==> src/rtl/wdt_pkg.sv <==
// Shared state encodings and default parameters for the watchdog service generator.
// No logic here; latency and backpressure are not applicable.
package wdt_pkg;

   typedef logic [1:0] wdt_state_t;

   localparam wdt_state_t ST_IDLE  = 2'd0;
   localparam wdt_state_t ST_ARMED = 2'd1;
   localparam wdt_state_t ST_KICK  = 2'd2;
   localparam wdt_state_t ST_FAULT = 2'd3;

   localparam int DEF_CNT_WIDTH   = 5;
   localparam int DEF_KICK_PERIOD = 8;
   localparam int DEF_MAX_MISSES  = 2;

endpackage

==> src/rtl/wdt_period_ctr.sv <==
// Service-period counter: wraps at KICK_PERIOD-1 and flags the last cycle of each period.
// Expiry is combinational from the count register; no backpressure, clear wins over enable.
module wdt_period_ctr
   import wdt_pkg::*;
#(
   parameter int KICK_PERIOD = DEF_KICK_PERIOD
) (
   input  logic clk,
   input  logic rst_n,
   input  logic i_en,
   input  logic i_clr,
   output logic o_expiry
);

   localparam logic [7:0] LAST = 8'(KICK_PERIOD - 1);

   logic [7:0] r_cnt;

   always_ff @(posedge clk or negedge rst_n) begin
      if (!rst_n) begin
         r_cnt <= '0;
      end else if (i_clr) begin
         r_cnt <= '0;
      end else if (i_en) begin
         r_cnt <= (r_cnt == LAST) ? 8'd0 : r_cnt + 8'd1;
      end
   end

   assign o_expiry = (r_cnt == LAST);

endmodule

==> src/rtl/wdt_service_gen.sv <==
// Watchdog service generator: one-cycle registered kick every KICK_PERIOD cycles while heartbeats arrive.
// First kick KICK_PERIOD+1 cycles after enable; no backpressure, missed heartbeats or timeout latch FAULT.
module wdt_service_gen
   import wdt_pkg::*;
#(
   parameter int CNT_WIDTH   = DEF_CNT_WIDTH,
   parameter int KICK_PERIOD = DEF_KICK_PERIOD,
   parameter int MAX_MISSES  = DEF_MAX_MISSES
) (
   input  logic                 clk,
   input  logic                 rst_n,
   input  logic                 en,
   input  logic                 heartbeat,
   input  logic                 wdt_timeout,
   input  logic                 fault_clr,
   output logic                 service,
   output logic [CNT_WIDTH-1:0] kick_cnt,
   output logic [2:0]           miss_cnt,
   output logic                 fault,
   output logic [1:0]           state
);

   localparam logic [2:0]           MISS_LIMIT = 3'(MAX_MISSES);
   localparam logic [CNT_WIDTH-1:0] KICK_SAT   = '1;
   localparam logic [CNT_WIDTH-1:0] KICK_ONE   = {{(CNT_WIDTH-1){1'b0}}, 1'b1};

   wdt_state_t           r_state;
   wdt_state_t           w_state_nxt;
   logic                 r_service;
   logic                 r_hb_seen;
   logic                 w_hb_nxt;
   logic [2:0]           r_miss_cnt;
   logic [2:0]           w_miss_nxt;
   logic [2:0]           w_miss_inc;
   logic [CNT_WIDTH-1:0] r_kick_cnt;
   logic                 w_expiry;
   logic                 w_active;
   logic                 w_per_clr;

   assign w_active   = (r_state == ST_ARMED) || (r_state == ST_KICK);
   // Leaving ARMED/KICK (to IDLE or FAULT) restarts the period from zero.
   assign w_per_clr  = !w_active || wdt_timeout || !en;
   assign w_miss_inc = r_miss_cnt + 3'd1;

   wdt_period_ctr #(
      .KICK_PERIOD (KICK_PERIOD)
   ) u_period_ctr (
      .clk      (clk),
      .rst_n    (rst_n),
      .i_en     (w_active),
      .i_clr    (w_per_clr),
      .o_expiry (w_expiry)
   );

   always_comb begin
      w_state_nxt = r_state;
      w_hb_nxt    = r_hb_seen;
      w_miss_nxt  = r_miss_cnt;
      case (r_state)
         ST_IDLE: begin
            w_hb_nxt   = 1'b0;
            w_miss_nxt = 3'd0;
            if (en) w_state_nxt = ST_ARMED;
         end
         ST_ARMED: begin
            if (wdt_timeout) begin
               w_state_nxt = ST_FAULT;
               w_hb_nxt    = 1'b0;
            end else if (!en) begin
               w_state_nxt = ST_IDLE;
               w_hb_nxt    = 1'b0;
               w_miss_nxt  = 3'd0;
            end else if (w_expiry) begin
               w_hb_nxt = 1'b0;
               if (r_hb_seen || heartbeat) begin
                  w_state_nxt = ST_KICK;
                  w_miss_nxt  = 3'd0;
               end else begin
                  w_miss_nxt = w_miss_inc;
                  if (w_miss_inc == MISS_LIMIT) w_state_nxt = ST_FAULT;
               end
            end else if (heartbeat) begin
               w_hb_nxt = 1'b1;
            end
         end
         ST_KICK: begin
            if (wdt_timeout) begin
               w_state_nxt = ST_FAULT;
               w_hb_nxt    = 1'b0;
            end else if (!en) begin
               w_state_nxt = ST_IDLE;
               w_hb_nxt    = 1'b0;
               w_miss_nxt  = 3'd0;
            end else begin
               w_state_nxt = ST_ARMED;
               if (heartbeat) w_hb_nxt = 1'b1;
            end
         end
         default: begin
            w_hb_nxt = 1'b0;
            if (fault_clr && !wdt_timeout) begin
               w_state_nxt = ST_IDLE;
               w_miss_nxt  = 3'd0;
            end
         end
      endcase
   end

   always_ff @(posedge clk or negedge rst_n) begin
      if (!rst_n) begin
         r_state    <= ST_IDLE;
         r_service  <= 1'b0;
         r_hb_seen  <= 1'b0;
         r_miss_cnt <= 3'd0;
         r_kick_cnt <= '0;
      end else begin
         r_state    <= w_state_nxt;
         r_service  <= (w_state_nxt == ST_KICK);
         r_hb_seen  <= w_hb_nxt;
         r_miss_cnt <= w_miss_nxt;
         if ((w_state_nxt == ST_KICK) && (r_kick_cnt != KICK_SAT)) begin
            r_kick_cnt <= r_kick_cnt + KICK_ONE;
         end
      end
   end

   assign service  = r_service;
   assign kick_cnt = r_kick_cnt;
   assign miss_cnt = r_miss_cnt;
   assign fault    = (r_state == ST_FAULT);
   assign state    = r_state;

endmodule

==> config.mk <==
export PLATFORM = sky130hd
export DESIGN_NAME = wdt_service_gen
export DESIGN_NICKNAME = d
export VERILOG_FILES = /design/src/rtl/wdt_pkg.sv /design/src/rtl/wdt_period_ctr.sv /design/src/rtl/wdt_service_gen.sv
export SDC_FILE = /design/constraint.sdc
export NUM_CORES = 1
export LEC_CHECK = 0
export ABC_AREA = 1
export BUFFER_PORTS_ARGS = -buffer_cell sky130_fd_sc_hd__buf_2
export CAP_MARGIN = 25
export CORE_UTILIZATION = 30
export CTS_CLUSTER_SIZE = 8
export DETAILED_ROUTE_END_ITERATION = 7
export SYNTH_ARGS = -nofsm -noshare
export SYNTH_HDL_FRONTEND = slang
export SYNTH_HIERARCHICAL = 1
export SYNTH_SLANG_ARGS = --single-unit
==> constraint.sdc <==
create_clock -name clk -period 1.7 [get_ports clk]
set_input_delay 0.17 -clock clk [delete_from_list [all_inputs] [get_ports clk]]
set_output_delay 0.17 -clock clk [all_outputs]
set_load 0.05 [all_outputs]
==> results of run 1 <==
## layout by cell type, fill, tap and decap left out, drive strengths merged
cell type | synthesis | layout
dlygate4sd3 | 0 | 1
nand3 | 12 | 12
nand2 | 51 | 51
o22ai | 2 | 2
inv | 27 | 27
dfrtp | 20 | 20
clkbuf | 0 | 4
and2 | 1 | 1
a21oi | 5 | 5
o21ai | 6 | 6
ha | 9 | 9
nor2 | 27 | 27
nand4 | 10 | 10
xor2 | 3 | 3
buf | 0 | 27
## final cells by class
class	instances	area (sq um)
Fill cell	438	2440
Multi-Input combinational cell	126	764
Sequential cell	20	503
Timing Repair Buffer	28	174
Inverter	27	101
Tap cell	50	62.6
Clock buffer	4	45.0
## layer usage
metal  vias up  track usage [%]
li1        616                -
met1       523             18.2
met2        21             21.9
met3         4             2.67
met4         0             5.47
met5         -                0
## stage by stage
step                utilization, %  power [mW]  std cells  hold slack [ns]  setup TNS, ns
finish                        40.4        2.80        255            0.251              0
global route                  40.4        3.03        255            0.289         -0.343
CTS                           38.9        2.74        251            0.241              0
detailed placement            37.6        2.39        246            0.158              0
global placement              37.6        2.40        246            0.145              0
floorplan                        -        2.04        173           -0.126              0
## sequential cells by signal (all words and copies together) (netlist names)
register	count
r_hb_seen	1
kick_cnt	5
service	1
u_period_ctr/r_cnt	8
miss_cnt	3
state	2
## tightest hold or removal path, delay by kind of cell
kind	cells	cell delay, ns
buf+inv	3	0.23
simple gates	1	0.08
## power by group through the flow
stage | Clock, mW | Combinational (mW) | Sequential [mW]
5_1_grt | 0.356 | 1.93 | 0.750
4_1_cts | 0.344 | 1.66 | 0.741
2_1_floorplan | 0 | 0.975 | 1.07
3_5_place_dp | 0 | 1.64 | 0.749
6_report | 0.331 | 1.74 | 0.727
3_3_place_gp | 0 | 1.65 | 0.751
## cells by family (layout without fill, tap and decap cells)
kind of cell / count (synthesis) / count (layout) / synth area share, %
xor+xnor: 3 / 3 / 2.00
compound gates: 13 / 13 / 6.58
fa+ha+maj: 9 / 9 / 8.59
buf+inv: 27 / 59 / 7.73
flops: 20 / 20 / 38.2
simple gates: 101 / 101 / 36.9
## path summary, 6_finish.rpt
path / from / end / slack (ns) / depth (start not counted)
worst max register to register: u_period_ctr/r_cnt[4] / kick_cnt[0] / 0.04 / 11
worst min-delay path: wdt_timeout / r_hb_seen / 0.25 / 4
max in group asynchronous: rst_n / state[1] / 0.97 / 2
worst min register to register: kick_cnt[3] / kick_cnt[3] / 0.51 / 2
worst max-delay path: u_period_ctr/r_cnt[4] / kick_cnt[0] / 0.04 / 11
min in group asynchronous: rst_n / miss_cnt[1] / 0.39 / 2
## what timing repair did
| item | 4_1_cts | 5_1_grt |
|---|---|---|
| hold endpoints to repair | 20 | 0 |
| gates resized for setup | 0 | 9 |
| hold buffers | 1 | 0 |
| buffers inserted | 0 | 4 |
| setup endpoints to repair | 0 | 6 |
==> impl_metrics.csv, run 1 <==
group,metric,value,unit
power_and_ir_drop,switching_share,52.1,%
cts,clk_latency,0.26,ns
cts,clockRootBuffer,"clkbuf_8",
power_and_ir_drop,power_frac_seq,25.9,%
cells_and_area,area_delta_synth_final,25.9,%
worst_setup_path,crit_buf_inv,1,
grt,grt_max_degree,21,
worst_setup_path,arrival,1.86,ns
worst_setup_path,crit_chain,"nor2_1, nand2_1, nor2_4, inv_2, nor2_4, nor2_1, nand2_1, nand2_2, a21oi_4, nand4_1, nand2_1",
power_and_ir_drop,ir_drop,0.820,mV
sta,finalMaxSlewViolations,0,
worst_setup_path,critical_path_required,1.90,ns
detailed_routing,drt-total-wl,2820,microns
cells_and_area,n_antenna_cell,0,
sta,skew,0.00293,ns
run,cap_viol_max_count,0,
grt,first_global_vias,1081,
cells_and_area,layout.nets,221,
placement,dpl.hpwl,2050,microns
logic_synthesis,synth_top_cell_area_share,38.2,%
detailed_routing,first_pass_iters,4,
sta,setup_viol,0,
detailed_routing,m1WireLength,1390,microns
detailed_routing,highest-signal-layer,"met4",
die,die-area,0.00464,sq mm
power_and_ir_drop,p_leak,0.827,nW
power_and_ir_drop,comb_power_share,62.2,%
power_and_ir_drop,p_per_area,1700,mW/mm^2
detailed_routing,wl_met2,1280,microns
worst_setup_path,crit_type,"reg2reg",
worst_setup_path,path_common_cell,"nand2_1",
logic_synthesis,seq_area_frac_synth,38.2,%
sta,layout_min_cycle_time,1.66,ns
logic_synthesis,synth_cell_types,21,
power_and_ir_drop,p_sw,1.46,mW
logic_synthesis,postSynthAreaPerCell,7.58,sq um
detailed_routing,wl_per_cell,11.0,microns
cts,cts_inserted_buffers,3,
placement,place_area,0.00154,sq mm
sta,setup_slack,0.0421,ns
die,ios,18,
logic_synthesis,ys.flop_type,"dfrtp_1",
cells_and_area,fin_area,0.00165,sq mm
cts,cts_tree,"yes",
sta,finalCritPeriodShare,97.5,%
worst_hold_path,hold_path.class,"in2reg",
sta,hold_violations,0,
detailed_routing,drc,0,
logic_synthesis,yosysWarnings,6,
logic_synthesis,synth_edf_count,0,
detailed_routing,wl_met3,100,microns
outcome,outcome,"completed",
sta,rsz0062_at_grt,"true",
placement,portBuffers,17,
grt,grt_antenna_before_repair,0,
worst_setup_path,crit_family,"simple AND/OR/NAND/NOR gates",
power_and_ir_drop,p_int,1.34,mW
logic_synthesis,syn-cell-area,0.00131,sq mm
die,core_area,0.00409,sq mm
logic_synthesis,synth_common_cells,"nand2_1 (47), inv_1 (24), dfrtp_1 (20), nor2_1 (18), nand3_1 (12)",
grt,grt_pass1_wl,4800,microns
worst_setup_path,slowest_stage,"dfrtp_1",
cts,cts_max_level,1,
power_and_ir_drop,clock_power_share,11.8,%
logic_synthesis,ys_ff_latch,20,
sta,relSlewSlack,69.1,%
cts,clock_path_buffers,2,
logic_synthesis,async_flop_share,100,%
grt,overflow,0,
die,die_width,68.1,microns
logic_synthesis,synthesis.nets,188,
logic_synthesis,synth_area_leaders,"dfrtp_1 (38%), nand2_1 (13%), ha_1 (8.6%), inv_1 (6.9%), nor2_1 (5.2%)",
placement,pre_cts_ws,0.0580,ns
placement,gp_congestion,0.790,
logic_synthesis,synthCells,173,
sta,max_freq,0.603,GHz
cts,clock-sinks,20,
detailed_routing,via_per_inst,4.56,
logic_synthesis,yosysMostFrequentCell,"nand2_1",
die,die_h,68.1,microns
cells_and_area,drive_gt1_share,30.2,%
sta,worstMarginPinSlew,0.463,ns
detailed_routing,vias,1164,
die,start_util,32.1,%
logic_synthesis,synth_largest_area_cell,"dfrtp_1",
cts,clk_pin_slew,0.08,ns
detailed_routing,drt-initial-drc-count,37,
worst_setup_path,startpoint_type,"flip-flop",
die,rows,23,
detailed_routing,final_antenna_net_count,0,
worst_setup_path,cp_max_fo,7,
grt,grt_use_total,13.8,%
worst_setup_path,slowest_delay,0.40,ns
worst_setup_path,end_kind,"flip-flop",
Note: power is estimated with default switching activity, not from simulation.
==> inputs of run 2 (changes only) <==
- CORE_ASPECT_RATIO: not set -> 0.75
- SETUP_SLACK_MARGIN: not set -> 0.1
==> impl_metrics.csv, run 2 (synthesized netlist as in run 1, its figures left out) <==
group,metric,value,unit
placement,dpl.hpwl,2100,microns
cells_and_area,largest_register_ff_count,8,
sta,skew,0.00296,ns
detailed_routing,wl_per_cell,11.3,microns
worst_hold_path,hold_path.class,"in2reg",
power_and_ir_drop,p_leak,0.857,nW
worst_setup_path,end_kind,"flip-flop",
sta,finalCritPeriodShare,98.0,%
placement,gp_congestion,0.824,
cells_and_area,stdcell_count,266,
sta,worstMarginPinSlew,0.483,ns
worst_setup_path,r2r-start,"state[1]",
detailed_routing,drc,0,
detailed_routing,first_pass_iters,4,
cells_and_area,fillCellCount,418,
die,die-area,0.00464,sq mm
sta,rsz0062_at_grt,"true",
placement,portBuffers,17,
die,die_width,78.3,microns
power_and_ir_drop,switching_share,51.7,%
worst_setup_path,path_common_cell,"nand2_1",
cts,clk_pin_slew,0.07,ns
cts,cts_max_level,1,
power_and_ir_drop,comb_power_share,63.7,%
power_and_ir_drop,clock_power_share,10.8,%
worst_setup_path,r2r_end,"u_period_ctr/r_cnt[6]",
cts,clock_path_buffers,2,
cells_and_area,mostFrequentLayoutCells,"nand2_1 (42), inv_1 (21), buf_2 (17), nor2_1 (16), dfrtp_1 (14)",
outcome,outcome,"completed",
cells_and_area,utilization,44.1,%
detailed_routing,vias,1195,
grt,grt_max_degree,21,
worst_setup_path,arrival,1.82,ns
power_and_ir_drop,p_sw,1.56,mW
grt,grt_antenna_before_repair,0,
sta,hold_violations,0,
cells_and_area,top_register,"u_period_ctr/r_cnt",
cts,cts_tree,"yes",
grt,grt_use_total,13.8,%
worst_setup_path,crit_chain,"inv_4, ha_4, buf_6, nor2_4, clkinvlp_4, nand3_2, nand2_1, nand2_1, nor2_1",
worst_hold_path,min_to,"r_hb_seen",
grt,grt_pass1_wl,4970,microns
sta,hold_ws,0.287,ns
power_and_ir_drop,power_frac_seq,25.6,%
die,core_area,0.00413,sq mm
detailed_routing,final_antenna_net_count,0,
die,rows,20,
cells_and_area,area_delta_synth_final,38.8,%
power_and_ir_drop,ir_drop,1.07,mV
worst_setup_path,slowest_stage,"dfrtp_4",
detailed_routing,via_per_inst,4.49,
placement,place_inst,251,
cells_and_area,final_common_cell,"nand2_1",
die,start_util,31.8,%
cells_and_area,layout.nets,227,
run,cap_viol_max_count,0,
sta,setup_viol,0,
worst_hold_path,min_from,"wdt_timeout",
worst_setup_path,cp_max_fo,5,
worst_hold_path,whs_path_depth,4,
detailed_routing,drt-total-wl,3010,microns
worst_setup_path,crit_type,"reg2reg",
sta,max_freq,0.600,GHz
worst_setup_path,critical_path_required,1.85,ns
worst_setup_path,slowest_delay,0.54,ns
cts,clockRootBuffer,"clkbuf_8",
sta,layout_min_cycle_time,1.67,ns
worst_setup_path,r2r_cells,9,
worst_setup_path,r2r_setup_slack,0.03,ns
power_and_ir_drop,p_int,1.46,mW
cts,clock-sinks,20,
sta,relSlewSlack,67.8,%
grt,overflow,0,
sta,finalMaxSlewViolations,0,
cells_and_area,n_antenna_cell,0,
placement,pre_cts_ws,0.0726,ns
power_and_ir_drop,p_per_area,1660,mW/mm^2
cts,clk_latency,0.26,ns
detailed_routing,drt-initial-drc-count,53,
grt,first_global_vias,1100,
placement,place_area,0.00161,sq mm
power_and_ir_drop,power,3.02,mW
sta,setup_slack,0.0335,ns
die,die_h,59.3,microns
cts,cts_inserted_buffers,3,
sta,finalSetupTns,0,ns
cells_and_area,fin_area,0.00182,sq mm
worst_setup_path,startpoint_type,"flip-flop",
die,ios,18,
cells_and_area,drive_gt1_share,40.3,%
==> run 2: area by class of cell <==
| cell class | count | area (sq um) | share of cell area [%] |
|---|---|---|---|
| multi-input combinational | 126 | 850 | 46.7 |
| sequential | 20 | 513 | 28.2 |
| timing repair buffer | 33 | 223 | 12.2 |
| inverter | 27 | 114 | 6.25 |
| tap | 55 | 68.8 | 3.78 |
| clock buffer | 4 | 45.0 | 2.47 |
| timing repair inverter | 1 | 7.51 | 0.412 |
==> run 2: how the worst max path moves through the flow <==
stage / start / depth (start not counted) / slack, ns / endpoint
after floorplan: u_period_ctr/r_cnt[0] / 11 / 0.11 / kick_cnt[1]
final: state[1] / 9 / 0.03 / u_period_ctr/r_cnt[6]
after CTS: u_period_ctr/r_cnt[1] / 11 / 0.09 / kick_cnt[1]
after global placement: u_period_ctr/r_cnt[0] / 11 / 0.08 / kick_cnt[0]
after detailed placement: u_period_ctr/r_cnt[0] / 11 / 0.07 / kick_cnt[1]
after global routing: u_period_ctr/r_cnt[0] / 11 / -0.05 / kick_cnt[1]
==> run 2: worst max-delay path: cells and delay by family (launching register included) <==
| kind | cells | cell delay, ns |
|---|---|---|
| simple gates | 5 | 0.40 |
| flops | 1 | 0.54 |
| fa+ha+maj | 1 | 0.22 |
| buf+inv | 3 | 0.38 |
==> run 2: what timing repair did <==
item                                    CTS  global route
setup buffers                             4             5
gates cloned                              0             1
resized for setup                         1            20
hold buffers                              1             0
endpoints found under the setup margin   11            14
pin swaps                                 4            18
endpoints found under the hold margin    20             0
==> run 2: routing by layer <==
layer | part of all wire, % | track usage [%]
met3 | 5.0 | 3.23
met1 | 53 | 20.2
met2 | 42 | 20.8
met4 | 0.43 | 2.38
met5 | 0 | 0
==> run 2: power groups by stage <==
stage	Combinational (mW)	Clock, mW	Sequential [mW]
final	1.92	0.325	0.772
after global routing	2.09	0.362	0.794
after CTS	1.74	0.341	0.769
after detailed placement	1.69	0	0.779
after global placement	1.69	0	0.781
after floorplan	1.02	0	1.10
==> inputs of run 3 (changes only) <==
- clock period: 1.7 -> 2.2 ns (I/O delays scaled with it)
==> impl_metrics.csv, run 3 (synthesized netlist as in run 1, its figures left out) <==
group,metric,value,unit
outcome,outcome,"completed",
die,ios,18,
worst_setup_path,crit_buf_inv,2,
power_and_ir_drop,ir_drop,0.592,mV
power_and_ir_drop,comb_power_share,58.4,%
grt,use_met3,4.15,%
grt,grt_use_met2,16.9,%
cells_and_area,utilization,37.1,%
grt,first_global_vias,952,
cells_and_area,layout.nets,211,
detailed_routing,drc,0,
grt,met1_usage,18.7,%
cells_and_area,fin_area,0.00153,sq mm
power_and_ir_drop,switching_share,53.0,%
worst_setup_path,end_kind,"flip-flop",
sta,skew,0.00759,ns
power_and_ir_drop,p_leak,0.779,nW
die,core_area,0.00413,sq mm
worst_setup_path,crit_start,"state[1]",
cells_and_area,top_register,"u_period_ctr/r_cnt",
cts,clk_pin_slew,0.08,ns
detailed_routing,vias,1087,
grt,busiest_layer,"met1",
placement,portBuffers,17,
cts,clockRootBuffer,"clkbuf_8",
worst_setup_path,crit_family,"simple AND/OR/NAND/NOR gates",
cells_and_area,drive_gt1_share,21.5,%
worst_setup_path,arrival,2.06,ns
cts,cts_max_level,1,
sta,worstMarginPinSlew,0.467,ns
cells_and_area,area_delta_synth_final,16.9,%
power_and_ir_drop,p_sw,1.09,mW
sta,setup_viol,0,
grt,grt_use_total,12.4,%
placement,place_inst,245,
cts,clk_latency,0.27,ns
cells_and_area,mostFrequentLayoutCells,"nand2_1 (47), inv_1 (24), dfrtp_1 (20), nor2_1 (18), buf_2 (17)",
power_and_ir_drop,p_int,0.965,mW
die,die_h,59.3,microns
worst_setup_path,slowest_delay,0.48,ns
die,die_width,78.3,microns
die,die-area,0.00464,sq mm
power_and_ir_drop,power,2.05,mW
worst_setup_path,crit_type,"reg2reg",
power_and_ir_drop,clock_power_share,14.1,%
power_and_ir_drop,power_frac_seq,27.5,%
sta,max_freq,0.528,GHz
sta,finalCritPeriodShare,86.1,%
run,cap_viol_max_count,0,
cells_and_area,fillCellCount,436,
placement,dpl.hpwl,1920,microns
sta,relSlewSlack,68.9,%
detailed_routing,drt-initial-drc-count,50,
power_and_ir_drop,p_per_area,1340,mW/mm^2
detailed_routing,wl_per_cell,10.4,microns
worst_setup_path,cp_max_fo,9,
worst_hold_path,min_from,"wdt_timeout",
sta,layout_min_cycle_time,1.89,ns
worst_setup_path,slowest_stage,"dfrtp_1",
worst_setup_path,startpoint_type,"flip-flop",
die,start_util,31.8,%
cts,clock_path_buffers,2,
sta,rsz0062_at_grt,"false",
grt,grt_pass1_wl,4440,microns
worst_setup_path,crit_chain,"inv_2, ha_2, nand3_1, nor2_4, inv_2, nand3_1, nand2_1, nand2_1, nor2_1",
cts,cts_inserted_buffers,3,
sta,hold_violations,0,
worst_setup_path,r2r_end,"u_period_ctr/r_cnt[7]",
cts,cts_tree,"yes",
grt,grt_max_degree,21,
sta,finalSetupTns,0,ns
grt,overflow,0,
worst_setup_path,r2r_cells,9,
worst_hold_path,hold_path.class,"in2reg",
grt,grt_antenna_before_repair,0,
cells_and_area,largest_register_ff_count,8,
cells_and_area,stdcell_count,250,
sta,finalMaxSlewViolations,0,
die,rows,20,
worst_setup_path,critical_path_required,2.36,ns
worst_setup_path,r2r_setup_slack,0.31,ns
worst_hold_path,whs_path_depth,4,
detailed_routing,via_per_inst,4.35,
cells_and_area,final_common_cell,"nand2_1",
cts,clock-sinks,20,
placement,gp_congestion,0.814,
worst_hold_path,min_to,"r_hb_seen",
detailed_routing,drt-total-wl,2590,microns
detailed_routing,final_antenna_net_count,0,
cells_and_area,n_antenna_cell,0,
placement,place_area,0.00147,sq mm
detailed_routing,first_pass_iters,4,
worst_setup_path,r2r-start,"state[1]",
## run 3: cell count changes in the layout (fill, tap and decap cells not counted), moves of 4 or more
cell	change
buf_4	-11
buf_6	-4
dfrtp_1	+6
dfrtp_2	-4
ha_1	+4
ha_4	-4
nand2_1	+5
nand2_2	-4
nand3_1	+6
nand3_2	-4
## run 3: repair_timing
| action | in CTS | in global routing |
|---|---|---|
| endpoints found under the setup margin | 0 | 1 |
| hold buffers | 1 | 0 |
| endpoints found under the hold margin | 20 | 0 |
| buffers inserted | 0 | 0 |
| resized for setup | 0 | 1 |
## run 3: stage by stage
stage	hold slack, ns	setup WS, ns
detailed placement	0.206	0.265
global route	0.292	0.156
floorplan	-0.0756	0.115
finish	0.266	0.305
CTS	0.266	0.261
global placement	0.207	0.270
## run 3: cell type report
class | instances | area [sq um] | area share [%]
Timing Repair Buffer | 18 | 95.1 | 6.20
Tap cell | 55 | 68.8 | 4.49
Multi-Input combinational cell | 126 | 712 | 46.4
Clock buffer | 4 | 55.1 | 3.59
Sequential cell | 20 | 500 | 32.7
Inverter | 27 | 101 | 6.61
## run 3: worst max-delay path by stage
stage                                  endpoint  cells past startpoint
after floorplan                     kick_cnt[2]                      8
after global placement    u_period_ctr/r_cnt[7]                      9
after detailed placement  u_period_ctr/r_cnt[7]                      9
after CTS                 u_period_ctr/r_cnt[7]                      9
after global routing      u_period_ctr/r_cnt[7]                      9
final                     u_period_ctr/r_cnt[7]                      9
## run 3: worst register-to-register path, stage by stage (launching register included)
cell and delay (ns):
dfrtp_1 0.48, inv_2 0.08, ha_2 0.42, nand3_1 0.20, nor2_4 0.25, inv_2 0.12
nand3_1 0.10, nand2_1 0.05, nand2_1 0.05, nor2_1 0.04
## run 3: layer usage
| layer | vias to the layer above | part of all wire (%) |
|---|---|---|
| met3 | 2 | 3.7 |
| li1 | 592 | - |
| met5 | - | 0 |
| met2 | 16 | 39 |
| met4 | 0 | 0.39 |
| met1 | 477 | 57 |
## run 3: power by group through the flow
stage               Sequential [mW]  Combinational, mW  Clock [mW]
finish                        0.564               1.20       0.290
global route                  0.578               1.33       0.318
CTS                           0.564               1.19       0.299
detailed placement            0.569               1.19           0
global placement              0.569               1.20           0
floorplan                     0.812              0.698           0
